==> config.mk <==
export PLATFORM = sky130hd
export DESIGN_NAME = sram_port_arbiter_flat
export DESIGN_NICKNAME = d
export VERILOG_FILES = /design/src/rtl/sram_port_arbiter_if.sv /design/src/rtl/sram_port_arbiter.sv /design/src/flat_wrapper.sv
export SDC_FILE = /design/constraint.sdc
export NUM_CORES = 1
export LEC_CHECK = 0
export ABC_AREA = 1
export CAP_MARGIN = 20
export CORE_MARGIN = 10
export CORE_UTILIZATION = 30
export DETAILED_ROUTE_END_ITERATION = 8
export DONT_BUFFER_PORTS = 1
export HOLD_SLACK_MARGIN = 0.06
export PLACE_DENSITY_LB_ADDON = 0.25
export SETUP_SLACK_MARGIN = 0.05
export SLEW_MARGIN = 20
export SYNTH_ARGS = -nofsm -noshare
export SYNTH_HDL_FRONTEND = slang
export SYNTH_SLANG_ARGS = --single-unit
==> constraint.sdc <==
create_clock -name clk -period 3.68 [get_ports clk]
set_clock_uncertainty 0.05 [all_clocks]
set_input_delay 0.368 -clock clk [delete_from_list [all_inputs] [get_ports clk]]
set_output_delay 0.368 -clock clk [all_outputs]
set_load 0.005 [all_outputs]
==> src/rtl/sram_port_arbiter_if.sv <==
// Bundle of the core-side requester ports and the SRAM pin ports of the arbiter.
// master = core + SRAM environment, slave = the arbiter itself.
interface sram_port_arbiter_if #(
  parameter int unsigned ADDR_W = 32
);
  logic              inst_req;
  logic [ADDR_W-1:0] inst_addr;
  logic [31:0]       inst_rdata;
  logic              inst_ack;
  logic              data_req;
  logic              data_wr;
  logic [3:0]        data_sel;
  logic [ADDR_W-1:0] data_addr;
  logic [31:0]       data_wdata;
  logic [31:0]       data_rdata;
  logic              data_ack;
  logic              sram_en;
  logic [3:0]        sram_we;
  logic [ADDR_W-1:0] sram_addr;
  logic [31:0]       sram_wdata;
  logic [31:0]       sram_rdata;
  logic              stall;

  modport master (
    output inst_req, inst_addr, data_req, data_wr, data_sel, data_addr, data_wdata, sram_rdata,
    input  inst_rdata, inst_ack, data_rdata, data_ack, sram_en, sram_we, sram_addr, sram_wdata, stall
  );

  modport slave (
    input  inst_req, inst_addr, data_req, data_wr, data_sel, data_addr, data_wdata, sram_rdata,
    output inst_rdata, inst_ack, data_rdata, data_ack, sram_en, sram_we, sram_addr, sram_wdata, stall
  );
endinterface

==> src/rtl/sram_port_arbiter.sv <==
// Round-robin arbiter sharing one single-port SRAM between instruction fetch and
// data load/store, with fixed wait states, one-cycle ack pulses and a pipeline stall.
module sram_port_arbiter #(
  parameter int unsigned WAIT_CYCLES = 2,
  parameter int unsigned ADDR_W      = 32
) (
  input logic                clk,
  input logic                resetn,
  sram_port_arbiter_if.slave bus
);
  typedef enum logic [1:0] {IDLE, ACCESS, RESP} state_t;
  typedef enum logic {GNT_INST, GNT_DATA} grant_t;

  state_t            state_q, state_d;
  grant_t            last_grant_q, last_grant_d, gnt;
  logic [3:0]        cnt_q, cnt_d;
  logic              inst_ack_q, inst_ack_d, data_ack_q, data_ack_d;
  logic [31:0]       inst_rdata_q, inst_rdata_d, data_rdata_q, data_rdata_d;
  logic              sram_en_q, sram_en_d;
  logic [3:0]        sram_we_q, sram_we_d;
  logic [ADDR_W-1:0] sram_addr_q, sram_addr_d;
  logic [31:0]       sram_wdata_q, sram_wdata_d;
  logic              unused_addr_lsbs;

  // Byte offset never reaches the SRAM; lane alignment happens upstream.
  assign unused_addr_lsbs = ^{bus.inst_addr[1:0], bus.data_addr[1:0]};

  always_comb begin
    state_d      = state_q;
    cnt_d        = cnt_q;
    last_grant_d = last_grant_q;
    inst_ack_d   = 1'b0;
    data_ack_d   = 1'b0;
    inst_rdata_d = inst_rdata_q;
    data_rdata_d = data_rdata_q;
    sram_en_d    = sram_en_q;
    sram_we_d    = sram_we_q;
    sram_addr_d  = sram_addr_q;
    sram_wdata_d = sram_wdata_q;

    // On a tie the requester that did not win last time gets the port.
    gnt = GNT_INST;
    if (bus.data_req && (!bus.inst_req || last_grant_q == GNT_INST)) gnt = GNT_DATA;

    case (state_q)
      IDLE: begin
        sram_en_d = 1'b0;
        sram_we_d = '0;
        if (bus.inst_req || bus.data_req) begin
          state_d      = ACCESS;
          last_grant_d = gnt;
          cnt_d        = 4'(WAIT_CYCLES - 1);
          sram_en_d    = 1'b1;
          sram_addr_d  = (gnt == GNT_DATA) ? {bus.data_addr[ADDR_W-1:2], 2'b00}
                                           : {bus.inst_addr[ADDR_W-1:2], 2'b00};
          sram_wdata_d = bus.data_wdata;
          sram_we_d    = (gnt == GNT_DATA && bus.data_wr) ? bus.data_sel : '0;
        end
      end
      ACCESS: begin
        if (cnt_q == '0) begin
          state_d   = RESP;
          sram_en_d = 1'b0;
          sram_we_d = '0;
          if (last_grant_q == GNT_DATA) begin
            data_rdata_d = bus.sram_rdata;
            data_ack_d   = 1'b1;
          end else begin
            inst_rdata_d = bus.sram_rdata;
            inst_ack_d   = 1'b1;
          end
        end else begin
          cnt_d = cnt_q - 4'd1;
        end
      end
      RESP:    state_d = IDLE;
      default: state_d = IDLE;
    endcase
  end

  always_ff @(posedge clk or negedge resetn) begin
    if (!resetn) begin
      state_q      <= IDLE;
      cnt_q        <= '0;
      last_grant_q <= GNT_INST;
      inst_ack_q   <= 1'b0;
      data_ack_q   <= 1'b0;
      inst_rdata_q <= '0;
      data_rdata_q <= '0;
      sram_en_q    <= 1'b0;
      sram_we_q    <= '0;
      sram_addr_q  <= '0;
      sram_wdata_q <= '0;
    end else begin
      state_q      <= state_d;
      cnt_q        <= cnt_d;
      last_grant_q <= last_grant_d;
      inst_ack_q   <= inst_ack_d;
      data_ack_q   <= data_ack_d;
      inst_rdata_q <= inst_rdata_d;
      data_rdata_q <= data_rdata_d;
      sram_en_q    <= sram_en_d;
      sram_we_q    <= sram_we_d;
      sram_addr_q  <= sram_addr_d;
      sram_wdata_q <= sram_wdata_d;
    end
  end

  assign bus.inst_ack   = inst_ack_q;
  assign bus.data_ack   = data_ack_q;
  assign bus.inst_rdata = inst_rdata_q;
  assign bus.data_rdata = data_rdata_q;
  assign bus.sram_en    = sram_en_q;
  assign bus.sram_we    = sram_we_q;
  assign bus.sram_addr  = sram_addr_q;
  assign bus.sram_wdata = sram_wdata_q;
  assign bus.stall      = (bus.inst_req & ~inst_ack_q) | (bus.data_req & ~data_ack_q);
endmodule

==> src/flat_wrapper.sv <==
// flat-port wrapper written by rule: the top's interface ports become plain ports
module sram_port_arbiter_flat 
#(
  parameter int unsigned WAIT_CYCLES = 2,
  parameter int unsigned ADDR_W      = 32
)
  (clk, resetn, bus_inst_req, bus_inst_addr, bus_data_req, bus_data_wr, bus_data_sel, bus_data_addr, bus_data_wdata, bus_sram_rdata, bus_inst_rdata, bus_inst_ack, bus_data_rdata, bus_data_ack, bus_sram_en, bus_sram_we, bus_sram_addr, bus_sram_wdata, bus_stall);
  sram_port_arbiter_if #(.ADDR_W(ADDR_W)) bus_i ();
  input logic clk;
  input logic resetn;
  input wire logic [$bits(bus_i.inst_req)-1:0] bus_inst_req;
  input wire logic [$bits(bus_i.inst_addr)-1:0] bus_inst_addr;
  input wire logic [$bits(bus_i.data_req)-1:0] bus_data_req;
  input wire logic [$bits(bus_i.data_wr)-1:0] bus_data_wr;
  input wire logic [$bits(bus_i.data_sel)-1:0] bus_data_sel;
  input wire logic [$bits(bus_i.data_addr)-1:0] bus_data_addr;
  input wire logic [$bits(bus_i.data_wdata)-1:0] bus_data_wdata;
  input wire logic [$bits(bus_i.sram_rdata)-1:0] bus_sram_rdata;
  output wire logic [$bits(bus_i.inst_rdata)-1:0] bus_inst_rdata;
  output wire logic [$bits(bus_i.inst_ack)-1:0] bus_inst_ack;
  output wire logic [$bits(bus_i.data_rdata)-1:0] bus_data_rdata;
  output wire logic [$bits(bus_i.data_ack)-1:0] bus_data_ack;
  output wire logic [$bits(bus_i.sram_en)-1:0] bus_sram_en;
  output wire logic [$bits(bus_i.sram_we)-1:0] bus_sram_we;
  output wire logic [$bits(bus_i.sram_addr)-1:0] bus_sram_addr;
  output wire logic [$bits(bus_i.sram_wdata)-1:0] bus_sram_wdata;
  output wire logic [$bits(bus_i.stall)-1:0] bus_stall;
  assign bus_i.inst_req = bus_inst_req;
  assign bus_i.inst_addr = bus_inst_addr;
  assign bus_i.data_req = bus_data_req;
  assign bus_i.data_wr = bus_data_wr;
  assign bus_i.data_sel = bus_data_sel;
  assign bus_i.data_addr = bus_data_addr;
  assign bus_i.data_wdata = bus_data_wdata;
  assign bus_i.sram_rdata = bus_sram_rdata;
  assign bus_inst_rdata = bus_i.inst_rdata;
  assign bus_inst_ack = bus_i.inst_ack;
  assign bus_data_rdata = bus_i.data_rdata;
  assign bus_data_ack = bus_i.data_ack;
  assign bus_sram_en = bus_i.sram_en;
  assign bus_sram_we = bus_i.sram_we;
  assign bus_sram_addr = bus_i.sram_addr;
  assign bus_sram_wdata = bus_i.sram_wdata;
  assign bus_stall = bus_i.stall;
  sram_port_arbiter #(.WAIT_CYCLES(WAIT_CYCLES), .ADDR_W(ADDR_W)) u_core (.clk(clk), .resetn(resetn), .bus(bus_i));
endmodule
==> metrics <==
outcome=complete, but fails checks; failing checks=hold timing; Post-Synthesis Cells=roughly 620; DIE WIDTH=159.2 um; I/O Pins=between 200 and 300; final setup violating endpoints=0; Peak Freq=between 0.4 and 0.5 GHz; worst hold slack=-408.8 ps; core area=around 19,000 um2; number of global-route vias before repair=about 4,600; Worst-Margin Slew=~1000 ps; highest routed layer=met4; wl on met1=a little under 7000 um; # clock sinks=140; startpoint types=flip-flop; 1st-pass router iterations=4; Worst Reg2Reg Path Length in Cells=5; crit path DAT=between 2000 and 2500 ps; crit-path cells=a21oi_2 -> buf_4 -> inv_1 -> nor2_1 -> o21ai_1; crit path kind=flip-flop to flip-flop; fin cells=939; Worst R2R End=u_core.bus.sram_addr[10]; Worst setup EP type=flip-flop; relative slew slack=32.27%; Iteration-0 DRC Markers=238; port bufs=0; global-route wire length before repair=27,190 um; HP Class=input port to async pin; WP data required=around 3900 ps; DP HPWL=approximately 12,000 um; Resized cells post-CTS=0; CP max FO=32; Hold Buf Count CTS=just under 60; chip height=~160 um; CTS tree=yes; pin count of the biggest net entering global routing=around 140; VDD IR max=0.3364 mV; Die Area=approximately 25,000 um2; Avg Cell Area, Syn=approximately 9.4 um2; CTS Buffer Depth=2; R2R setup slack=approximately 1600 ps; total track usage=between 10 and 15%; synthesized cell area=5816 um2; MaxCap Viol Count=0; Clk pin slew, worst setup/hold paths=approximately 70 ps; max-slew violation count=0; number of fill cells in the layout=between 1,500 and 2,000; yosys warns=0; post-CTS setup buffer count=0; total power=about 6.4 mW; initial antenna violation count=1; CTS Buf Count=17; drt drc=0; Clk Latency, worst-skew pair=between 400 and 500 ps; area added between synthesis and finish=22.61%; Power per Cell Area=between 900 and 1000 nW/um2; post-synth cell types=23; # nets final=between 800 and 900; vias per cell=between 4 and 5; sequential fraction of the synthesis area=about three fifths; minimum clock period=around 2100 ps; met3 WL=about 2500 um; met2 wire len=roughly 8000 um; setup TNS=0 ps; wire length per cell=18.59 um; Tcrit/Tclk final=a little under three fifths; #FFs+latches synth=140; grt total ovfl=0; final hold violations=140; Critical-path top delay cell=inv_1; share of cells above drive strength 1=between 10% and 20%; row count=50; placed cells=roughly 850; Leakage=between 3 and 4 nW; # H-tree levels=4; routed via count=between 4,000 and 5,000; CP peak stage delay=roughly 500 ps; Initial Utilization=between 30 and 40%; RR Startpoint=u_core.last_grant_q; RSZ-0062 raised after global routing=no; CTS Root Cell=clkbuf_16; Routed Antenna Nets=0; Routability Congestion=0.8004; Total Wirelength=between 15,000 and 20,000 um
==> sequential cells by signal, summed over array words and instances, names as in the netlist <==
name and count:
u_core.bus.data_rdata 32, u_core.bus.inst_rdata 32, u_core.bus.sram_wdata 32, u_core.bus.sram_addr 30, u_core.bus.sram_we 4, u_core.cnt_q 4
u_core.state_q 2, u_core.bus.data_ack 1, u_core.bus.inst_ack 1, u_core.bus.sram_en 1, u_core.last_grant_q 1
==> power by group <==
part	internal (mW)	switching, mW	leakage, nW
Sequential	2.31	0.718	1.71
Clock	0.957	0.730	0.287
Combinational	0.650	1.08	1.48
Total	3.91	2.53	3.48
==> Yosys cell counts <==
cell type	instances	area (um2)
nand2_1	204	765.7
dfrtp_1	140	3503
o21ai_0	51	255.2
inv_1	47	176.4
o21ai_2	47	411.6
nor2_1	38	142.6
o21ai_1	36	180.2
buf_2	13	65.06
buf_6	12	135.1
clkbuf_1	7	26.28
nand3_1	3	15.01
nor2_4	3	33.78
buf_4	2	15.01
ha_1	2	25.02
inv_2	2	7.510
nand2_2	2	12.51
a21oi_2	1	8.760
clkbuf_2	1	5.000
conb_1	1	3.750
nand4_1	1	6.260
nor2_2	1	6.260
o22ai_1	1	6.260
xor2_1	1	8.760
==> cells by family (layout without fill, tap and decap cells) <==
group | Yosys count | after routing | share of synthesized area (%)
buf+inv | 84 | 145 | 7.401
other cells | 1 | 3 | 0.06448
compound gates | 136 | 136 | 14.82
flops | 140 | 140 | 60.24
simple gates | 252 | 252 | 16.89
fa+ha+maj | 2 | 2 | 0.4302
xor+xnor | 1 | 1 | 0.1506
==> metrics by stage <==
step / hold WS [ps] / utilization (%) / instance area [um2] / setup WS [ps]
6_report: -408.8 / 37.74 / 7131 / 1588
5_1_grt: -433.7 / 37.74 / 7131 / 1332
4_1_cts: -430.0 / 37.68 / 7118 / 1505
3_5_place_dp: 27.01 / 31.54 / 5958 / 1497
3_3_place_gp: 26.84 / 31.54 / 5958 / 1637
2_1_floorplan: 22.41 / - / 5819 / 2268
==> final cells by class <==
class                   instances  area (um2)  area share, %
flip-flops and latches        140        3503          49.13
multi-input cells             393        1896          26.58
repair buffers                 64       640.6          8.984
clock buffers                  17       425.4          5.966
well taps                     260       325.3          4.562
inverters                      49       183.9          2.579
clock inverters                15       153.9          2.158
diodes                          1       2.502        0.03509
==> worst max-delay path: cells and delay by family (launching register included) <==
kind / cells / cell delay, ps
DFF: 1 / 430
and+or+nand+nor: 1 / 400
buffers and inverters: 2 / 810
AOI/OAI and AO/OA: 2 / 270
==> routing by layer <==
metal / global-route usage, % / vias up
met1: 14.83 / 2010
met2: 20.53 / 238
met3: 8.805 / 12
met4: 4.844 / 0
met5: 0 / -
li1: - / 2038
==> layout by cell type (no fill, tap or decap) <==
cell type	instances
clkinvlp_4	1
a21oi_2	1
nor2_1	38
o21ai_2	46
buf_4	4
bufinv_16	1
diode_2	1
nor2_2	1
o21ai_0	51
o21ai_4	1
inv_1	47
xor2_1	1
inv_8	4
ha_1	2
inv_2	2
o21ai_1	36
nor2_4	3
buf_12	1
o22ai_1	1
dfrtp_1	140
nand3_1	3
nand2_1	203
dlygate4sd3_1	59
nand4_1	1
clkinv_4	2
inv_6	5
clkinv_2	2
clkbuf_16	17
conb_1	2
nand2_2	3
==> how the worst max path moves through the flow <==
stage / start / end / slack, ps / cells after the start
after floorplan: u_core.cnt_q[0] / u_core.bus.data_rdata[0] / 2270 / 9
after global placement: u_core.last_grant_q / u_core.bus.sram_addr[10] / 1640 / 5
after detailed placement: u_core.last_grant_q / u_core.bus.sram_addr[10] / 1500 / 5
after CTS: u_core.last_grant_q / u_core.bus.sram_addr[10] / 1500 / 5
after global routing: u_core.state_q[1] / u_core.bus.sram_we[1] / 1330 / 5
final: u_core.last_grant_q / u_core.bus.sram_addr[10] / 1590 / 5
Power figures use the tool's default switching activity.
